--- config.mk ---
export PLATFORM = sky130hd
export DESIGN_NAME = truth_table_sweep_ctrl
export DESIGN_NICKNAME = d
export VERILOG_FILES = /design/src/rtl/truth_table_sweep_ctrl.sv
export SDC_FILE = /design/constraint.sdc
export NUM_CORES = 1
export LEC_CHECK = 0
export ABC_CLOCK_PERIOD_IN_PS = 2900
export BUFFER_PORTS_ARGS = -buffer_cell sky130_fd_sc_hd__buf_4
export CORE_UTILIZATION = 52
export DETAILED_ROUTE_END_ITERATION = 10
export HOLD_SLACK_MARGIN = 0.12
export PLACE_DENSITY = 0.8
export SLEW_MARGIN = 20
export SYNTH_ARGS = -nofsm -noshare
export SYNTH_HDL_FRONTEND = slang
export SYNTH_SLANG_ARGS = --single-unit
--- constraint.sdc ---
create_clock -name clk -period 2.9 [get_ports clk]
set_input_delay 0.435 -clock clk [delete_from_list [all_inputs] [get_ports clk]]
set_output_delay 0.435 -clock clk [all_outputs]
set_load 0.02 [all_outputs]
--- src/rtl/truth_table_sweep_ctrl.sv ---
// Purpose: sweeps all 2^IN_W input vectors into DDNF/DKNF implementations and compares both against an expected-output ROM.
// Latency: SETTLE_CYCLES+2 cycles per vector (APPLY, WAIT x SETTLE_CYCLES, CHECK); o_done one cycle after the final CHECK.
// Backpressure: none; i_start is honoured only in IDLE, i_abort returns any active state to IDLE on the next edge.
//
// Ports:
//   clk, rst_n              clock, synchronous active-low reset
//   i_start, i_abort        sweep request / sweep termination
//   o_x, o_rom_addr         current vector to implementations and expected-table address (identical)
//   i_rom_data              expected outputs, one cycle behind o_rom_addr
//   i_y_ddnf, i_y_dknf      outputs of the two implementations under test
//   o_busy, o_done, o_pass  status: active sweep, completion pulse, last sweep result
//   o_err_count             saturating count of failing vectors
//   o_ddnf_fail/o_dknf_fail sticky per-implementation mismatch flags
//   o_first_err_addr        first failing vector, qualified by o_err_valid
module truth_table_sweep_ctrl #(
  parameter int IN_W          = 13,
  parameter int OUT_W         = 8,
  parameter int SETTLE_CYCLES = 2
) (
  input  logic             clk,
  input  logic             rst_n,
  input  logic             i_start,
  input  logic             i_abort,
  output logic [IN_W-1:0]  o_x,
  output logic [IN_W-1:0]  o_rom_addr,
  input  logic [OUT_W-1:0] i_rom_data,
  input  logic [OUT_W-1:0] i_y_ddnf,
  input  logic [OUT_W-1:0] i_y_dknf,
  output logic             o_busy,
  output logic             o_done,
  output logic             o_pass,
  output logic [15:0]      o_err_count,
  output logic             o_ddnf_fail,
  output logic             o_dknf_fail,
  output logic [IN_W-1:0]  o_first_err_addr,
  output logic             o_err_valid
);

  typedef enum logic [2:0] {S_IDLE, S_APPLY, S_WAIT, S_CHECK, S_DONE} state_t;

  localparam logic [IN_W-1:0] LAST_ADDR   = '1;
  localparam logic [3:0]      SETTLE_INIT = 4'(SETTLE_CYCLES);

  state_t          state, state_nx;
  logic [3:0]      settle, settle_nx;
  logic [IN_W-1:0] x_nx, first_nx;
  logic [15:0]     err_nx;
  logic            busy_nx, done_nx, pass_nx, ddf_nx, dkf_nx, ev_nx;
  logic            ddnf_mis, dknf_mis;

  // The address register is o_x itself; the ROM address is the same register.
  assign o_rom_addr = o_x;

  assign ddnf_mis = (i_y_ddnf != i_rom_data);
  assign dknf_mis = (i_y_dknf != i_rom_data);

  always_comb begin
    state_nx  = state;
    settle_nx = settle;
    x_nx      = o_x;
    first_nx  = o_first_err_addr;
    err_nx    = o_err_count;
    pass_nx   = o_pass;
    ddf_nx    = o_ddnf_fail;
    dkf_nx    = o_dknf_fail;
    ev_nx     = o_err_valid;
    done_nx   = 1'b0;

    case (state)
      S_IDLE: begin
        if (i_start && !i_abort) begin
          state_nx = S_APPLY;
          x_nx     = '0;
          err_nx   = '0;
          ddf_nx   = 1'b0;
          dkf_nx   = 1'b0;
          ev_nx    = 1'b0;
          pass_nx  = 1'b0;
        end
      end
      S_APPLY: begin
        state_nx  = S_WAIT;
        settle_nx = SETTLE_INIT;
      end
      S_WAIT: begin
        // Leaving at count 1 gives exactly SETTLE_CYCLES cycles in WAIT.
        if (settle == 4'd1) state_nx  = S_CHECK;
        else                settle_nx = settle - 4'd1;
      end
      S_CHECK: begin
        if (ddnf_mis || dknf_mis) begin
          // One increment per failing vector, however many bits differ.
          if (o_err_count != 16'hFFFF) err_nx = o_err_count + 16'd1;
          if (ddnf_mis) ddf_nx = 1'b1;
          if (dknf_mis) dkf_nx = 1'b1;
          if (!o_err_valid) begin
            ev_nx    = 1'b1;
            first_nx = o_x;
          end
        end
        if (o_x == LAST_ADDR) begin
          state_nx = S_DONE;
          done_nx  = 1'b1;
          // Uses the updated count so the final vector is included.
          pass_nx  = (err_nx == 16'd0);
        end else begin
          state_nx = S_APPLY;
          x_nx     = o_x + 1'b1;
        end
      end
      S_DONE: begin
        state_nx = S_IDLE;
      end
      default: begin
        state_nx = S_IDLE;
      end
    endcase

    // Abort discards the in-flight vector's result: results hold, pass drops.
    if (i_abort && state != S_IDLE) begin
      state_nx = S_IDLE;
      x_nx     = o_x;
      first_nx = o_first_err_addr;
      err_nx   = o_err_count;
      ddf_nx   = o_ddnf_fail;
      dkf_nx   = o_dknf_fail;
      ev_nx    = o_err_valid;
      done_nx  = 1'b0;
      pass_nx  = 1'b0;
    end

    busy_nx = (state_nx == S_APPLY) || (state_nx == S_WAIT) || (state_nx == S_CHECK);
  end

  always_ff @(posedge clk) begin
    if (!rst_n) begin
      state            <= S_IDLE;
      settle           <= '0;
      o_x              <= '0;
      o_busy           <= 1'b0;
      o_done           <= 1'b0;
      o_pass           <= 1'b0;
      o_err_count      <= '0;
      o_ddnf_fail      <= 1'b0;
      o_dknf_fail      <= 1'b0;
      o_first_err_addr <= '0;
      o_err_valid      <= 1'b0;
    end else begin
      state            <= state_nx;
      settle           <= settle_nx;
      o_x              <= x_nx;
      o_busy           <= busy_nx;
      o_done           <= done_nx;
      o_pass           <= pass_nx;
      o_err_count      <= err_nx;
      o_ddnf_fail      <= ddf_nx;
      o_dknf_fail      <= dkf_nx;
      o_first_err_addr <= first_nx;
      o_err_valid      <= ev_nx;
    end
  end

endmodule

# [Yosys cells after proc, flatten, opt, wreduce, memory -nomap -nowiden]
# Cells that the tools add are included.
# W data, S select, Z words.
[totals] ff_bits=55 in_bits=28 word_cells=84
[classes] add_sub_neg=3 eq_ne=18 muxes=27 bitwise_logic=4 n_reduce_logical=21
[op_table] operator="$mux W16" count=4
[op_table] operator="$pmux W16 S2" count=1
[op_table] operator="$mux W13" count=2
[op_table] operator="$pmux W13 S2" count=1
[op_table] operator="$add A16 B1 Y16 const B" count=1
[op_table] operator="$logic_not A16 Y1" count=1
[op_table] operator="$ne A16 B16 Y1 const B" count=1
[op_table] operator="$ne A8 B8 Y1" count=2
[op_table] operator="$ne A2 B2 Y1 const B" count=7
[op_table] operator="$add A13 B1 Y13 const B" count=1
[op_table] operator="$eq A13 B13 Y1 const B" count=1
[op_table] operator="$eq A3 B2 Y1 const B" count=4
[op_table] operator="$mux W3" count=4
[op_table] operator="$pmux W3 S4" count=1
[op_table] operator="$reduce_and A4 Y1" count=3
[op_table] operator="$reduce_and A5 Y1" count=2
[op_table] operator="$mux W1" count=8
[op_table] operator="$pmux W1 S2" count=4
[op_table] operator="$pmux W4 S2" count=1
[op_table] operator="$eq A3 B1 Y1 const B" count=2
[op_table] operator="$reduce_and A3 Y1" count=2
[op_table] operator="$eq A4 B1 Y1 const B" count=1
[op_table] operator="$mux W4" count=1
[op_table] operator="$not A1 Y1" count=4
[op_table] operator="other kinds (10)" count=14

# [Logic depth before layout (Yosys ltp)]
[logic_depth] ltp_word=8 ltp_mapped=10 depth_no_buf=8

# [Worst setup path before layout]
# OpenSTA, ideal clock, no wires.
[synth_timing] path_type="reg2reg" startpoint="register o_err_count[0]" endpoint="register o_pass" setup_time_ns=0.087 t_arrival_ns=2.443 setup_slack_ns=0.370 path_stages_with_launch=10 n_path_buf=1 path_cell_list="dfxtp_1 -> ha_1 -> and4_1 -> buf_4 -> and3_1 -> nand3_4 -> a211oi_1 -> o2bb2ai_1 -> or4_1 -> o31ai_1"
[synth_via] elab_chain_len=7
[synth_lines] element="from (decl)" line_no="32" source="output logic [15:0] o_err_count,"
[synth_lines] element="from (signal assigned)" line_no="155" source="o_err_count <= err_nx;"
[synth_lines] element="$add A16 B1 Y16 / $ne A16 B16 Y1 (equally long branches)" line_no="93" source="if (o_err_count != 16'hFFFF) err_nx = o_err_count + 16'd1;"
[synth_lines] element="$mux W16" line_no="93"
[synth_lines] element="$mux W16 *" line_no="91" source="if (ddnf_mis || dknf_mis) begin"
[synth_lines] element="$mux W16 *" line_no="69" source="case (state)"
[synth_lines] element="$logic_not A16 Y1 *" line_no="105" source="pass_nx = (err_nx == 16'd0);"
[synth_lines] element="$mux W1 *" line_no="101" source="if (o_x == LAST_ADDR) begin"
[synth_lines] element="$pmux W1 S2 *" line_no="69"
[synth_lines] element="to (signal assigned)" line_no="154" source="o_pass <= pass_nx;"
[synth_lines] element="to (decl)" line_no="31" source="output logic o_pass,"
# Every way passes the cells marked *; elsewhere a longest branch is shown, timed or not. The select of a mux whose other input is x is not followed.
# A chain may end at the register's enable or synchronous reset.

# [Final worst setup path]
# Same ends and word-level chain as after synthesis.

==> impl_metrics.py <==
metrics = {
    "worst_setup_path": {
        "startpoint": "o_err_count[0]",
        "slowest_stage": "dfxtp_1",
        "crit_chain": "ha_1 > and4_1 > and3_1 > and4_1 > nand4_1 > o2bb2ai_1 > or4_1 > o31ai_1",
        "rr_startpoint": "o_err_count[0]",
        "critPathKind": "flop to flop",
        "crit_path_start_kind": "flop",
        "critical_path_arrival_ns": 2.76,
        "cp.required_ns": 3.14,
        "endpoint_kind": "flop",
        "critPathMaxStageDelay_ns": 0.50,
        "cp_common_cell": "and4_1",
        "critPathMaxFanout": 7,
    },
    "sta": {
        "rsz0062_at_grt": "no",
        "tightest_slew_ns": 0.6902,
        "drv_slew": 0,
        "hold_viol": 0,
        "worst_hold_slack_ns": 0.4488,
        "maxSlewHeadroom_pct": 53.96,
        "finalClockSkew_ns": 0.007901,
        "setup_viol": 0,
        "fmax_mhz": 397.0,
        "fin_crit_ns": 2.519,
        "timing.final.crit_share_pct": 86.87,
        "fin_tns_setup_ns": 0,
    },
    "finish": {
        "drive_above_1_share_pct": 26.58,
        "final_nets": 475,
        "n_fill_cell": 481,
        "regArea_sq_um": 1101,
        "area_delta_synth_final_pct": 24.11,
        "stdcell_count": 516,
        "antenna_cells": 0,
        "multi_input_comb_area_sq_um": 1814,
    },
    "detailed_routing": {
        "wl_per_cell_um": 15.57,
        "drt-pass1-iter-count": 4,
        "drtIter0Drc": 181,
        "postRouteAntennaNets": 0,
        "routed_via_density": 5.707,
        "via_count": 2945,
        "drc": 0,
        "wirelength_mm": 8.035,
    },
    "yosys": {
        "synth_edf_count": 0,
        "syn_inst": 369,
        "synth_common_cells": "dfxtp_1 (55), nand2_1 (34), nor2_1 (33), xor2_1 (29), nor2b_1 (21)",
        "ys_seq_area_share_pct": 35.48,
        "synth_nets": 401,
        "synth_top_flop_cell": "dfxtp_1",
        "ys_ff_latch": 55,
        "avgSynthCellArea_sq_um": 8.409,
        "yosys.area.top_type": "dfxtp_1",
        "syn_area_sq_um": 3103,
        "yosysMostFrequentCell": "dfxtp_1",
        "synth_top_area_share_pct": 35.48,
        "ys_warn_count": 0,
        "async_flop_share_pct": 0,
        "ys_types": 52,
        "synth_area_leaders": "dfxtp_1 (35%), xor2_1 (8.2%), mux2i_1 (5.5%)",
    },
    "cts": {
        "cts.sinks": 55,
        "cts_tree": "yes",
        "clk_pin_slew_ns": 0.10,
        "clock_path_buffers": 2,
        "clock-root-buffer": "clkbuf_8",
        "ctsHoldBuffers": 0,
        "insertion_delay_ns": 0.31,
        "cts_resized": 0,
        "post-cts-setup-buffer-count": 0,
        "h-tree-depth": 2,
        "cts_inserted_buffers": 5,
    },
    "power_and_ir_drop": {
        "p_leak_uw": 0.001741,
        "p_comb_share_pct": 9.3,
        "switching_share_pct": 25.33,
        "seqPwrFrac_pct": 57.7,
        "power_density_nw_per_um2": 346.9,
        "max-vdd-ir-drop_mv": 0.1962,
        "p_int_uw": 997.4,
        "p_sw_uw": 338.4,
        "power.share.clock_pct": 33.0,
    },
    "status": {
        "status": "finished, final reports clean",
    },
    "floorplan": {
        "coreArea_sq_um": 5642,
        "row_count": 27,
        "ioPinCount": 89,
        "die_y_um": 79.25,
        "dieArea_sq_um": 6281,
        "die_w_um": 79.25,
        "start_util_pct": 55.00,
    },
    "grt": {
        "grt_first_pass_wirelength_mm": 13.33,
        "grtUsageTotal_pct": 26.81,
        "grt_max_degree": 39,
        "grt_pass1_vias": 2855,
        "antenna_found_initial": 0,
        "grt_overflow": 0,
    },
    "place": {
        "placedCellCount": 508,
        "io_buffers": 88,
        "hpwl_mm": 5.917,
        "gp_congestion": 0.8918,
    },
    "hold_path": {
        "hold_start": "i_abort",
        "hold_path.class": "input port to flop",
    },
    "job": {
        "max_cap_violations": 0,
    },
}
==> worst paths after layout <==
kind	depth (start not counted)	end	slack, ns
worst max-delay path	8	o_pass	0.38
worst min register to register	2	o_dknf_fail	0.48
worst max register to register	8	o_pass	0.38
worst min-delay path	4	state[2]	0.45
==> power groups by stage <==
stage                     logic [uW]  registers (uW)  clock network [uW]
after floorplan                 63.8             789                   0
after global placement           119             788                   0
after detailed placement         124             788                   0
after CTS                        124             771                 447
after global routing             136             772                 475
final                            124             771                 441
==> sequential cells by signal, summed over array words and instances, names as in the netlist <==
| register | flops |
|---|---|
| o_first_err_addr | 13 |
| o_err_count | 16 |
| o_rom_addr | 13 |
| o_ddnf_fail | 1 |
| o_busy | 1 |
| settle | 4 |
| o_err_valid | 1 |
| o_done | 1 |
| o_pass | 1 |
| state | 3 |
| o_dknf_fail | 1 |
==> routing by layer <==
metal	up-vias	GRT usage, %	wire length [um]
met5	-	0	0
met4	0	9.818	127
met2	94	46.64	4038
met1	1393	32.74	3472
met3	14	4.943	398
li1	1444	-	-
==> layout make-up <==
class	instances	share of cell area, %
clock buffer	5	1.787
tap	72	2.339
inverter	5	0.4873
clock inverter	3	0.5848
multi-input combinational	278	47.11
sequential	55	28.59
timing repair buffer	98	19.10
==> critical path, delay by kind of cell (launching register included) <==
kind,cells,cell delay [ns]
and+or+nand+nor,5,1.36
adders and majority gates,1,0.21
AOI/OAI and AO/OA,2,0.38
DFF,1,0.50
==> per-stage QoR <==
stage                     area, sq um  utilization, %  setup WS (ns)  power (uW)
final                            3851           68.26         0.3808        1336
after global routing             3851           68.26         0.2052        1383
after CTS                        3851           68.26         0.4087        1342
after detailed placement         3760           66.64         0.2631       911.7
after global placement           3760           66.64         0.3784       907.4
after floorplan                  3103               -         0.3704       853.3
==> cells by family (layout without fill, tap and decap cells) <==
kind of cell	count (synthesis)	in the layout	synth area share [%]
and+or+nand+nor	157	157	26.81
DFF	55	55	35.48
AOI/OAI and AO/OA	66	66	14.64
muxes	18	18	5.847
xor gates and xnor gates	33	33	9.314
buffers and inverters	36	111	6.290
adders and majority gates	4	4	1.613
==> placed cells by master (no fill, tap or decap), types with 10 or more instances in the layout <==
cell | Yosys | layout
and3_1 | 10 | 10
buf_4 | 15 | 98
mux2i_1 | 17 | 17
a21oi_1 | 17 | 17
nand2_1 | 34 | 34
dfxtp_1 | 55 | 55
o21ai_0 | 12 | 12
nor2b_1 | 21 | 21
nor2_1 | 33 | 33
nand3_1 | 14 | 14
xor2_1 | 29 | 29
(Power assumes the default switching activity.)
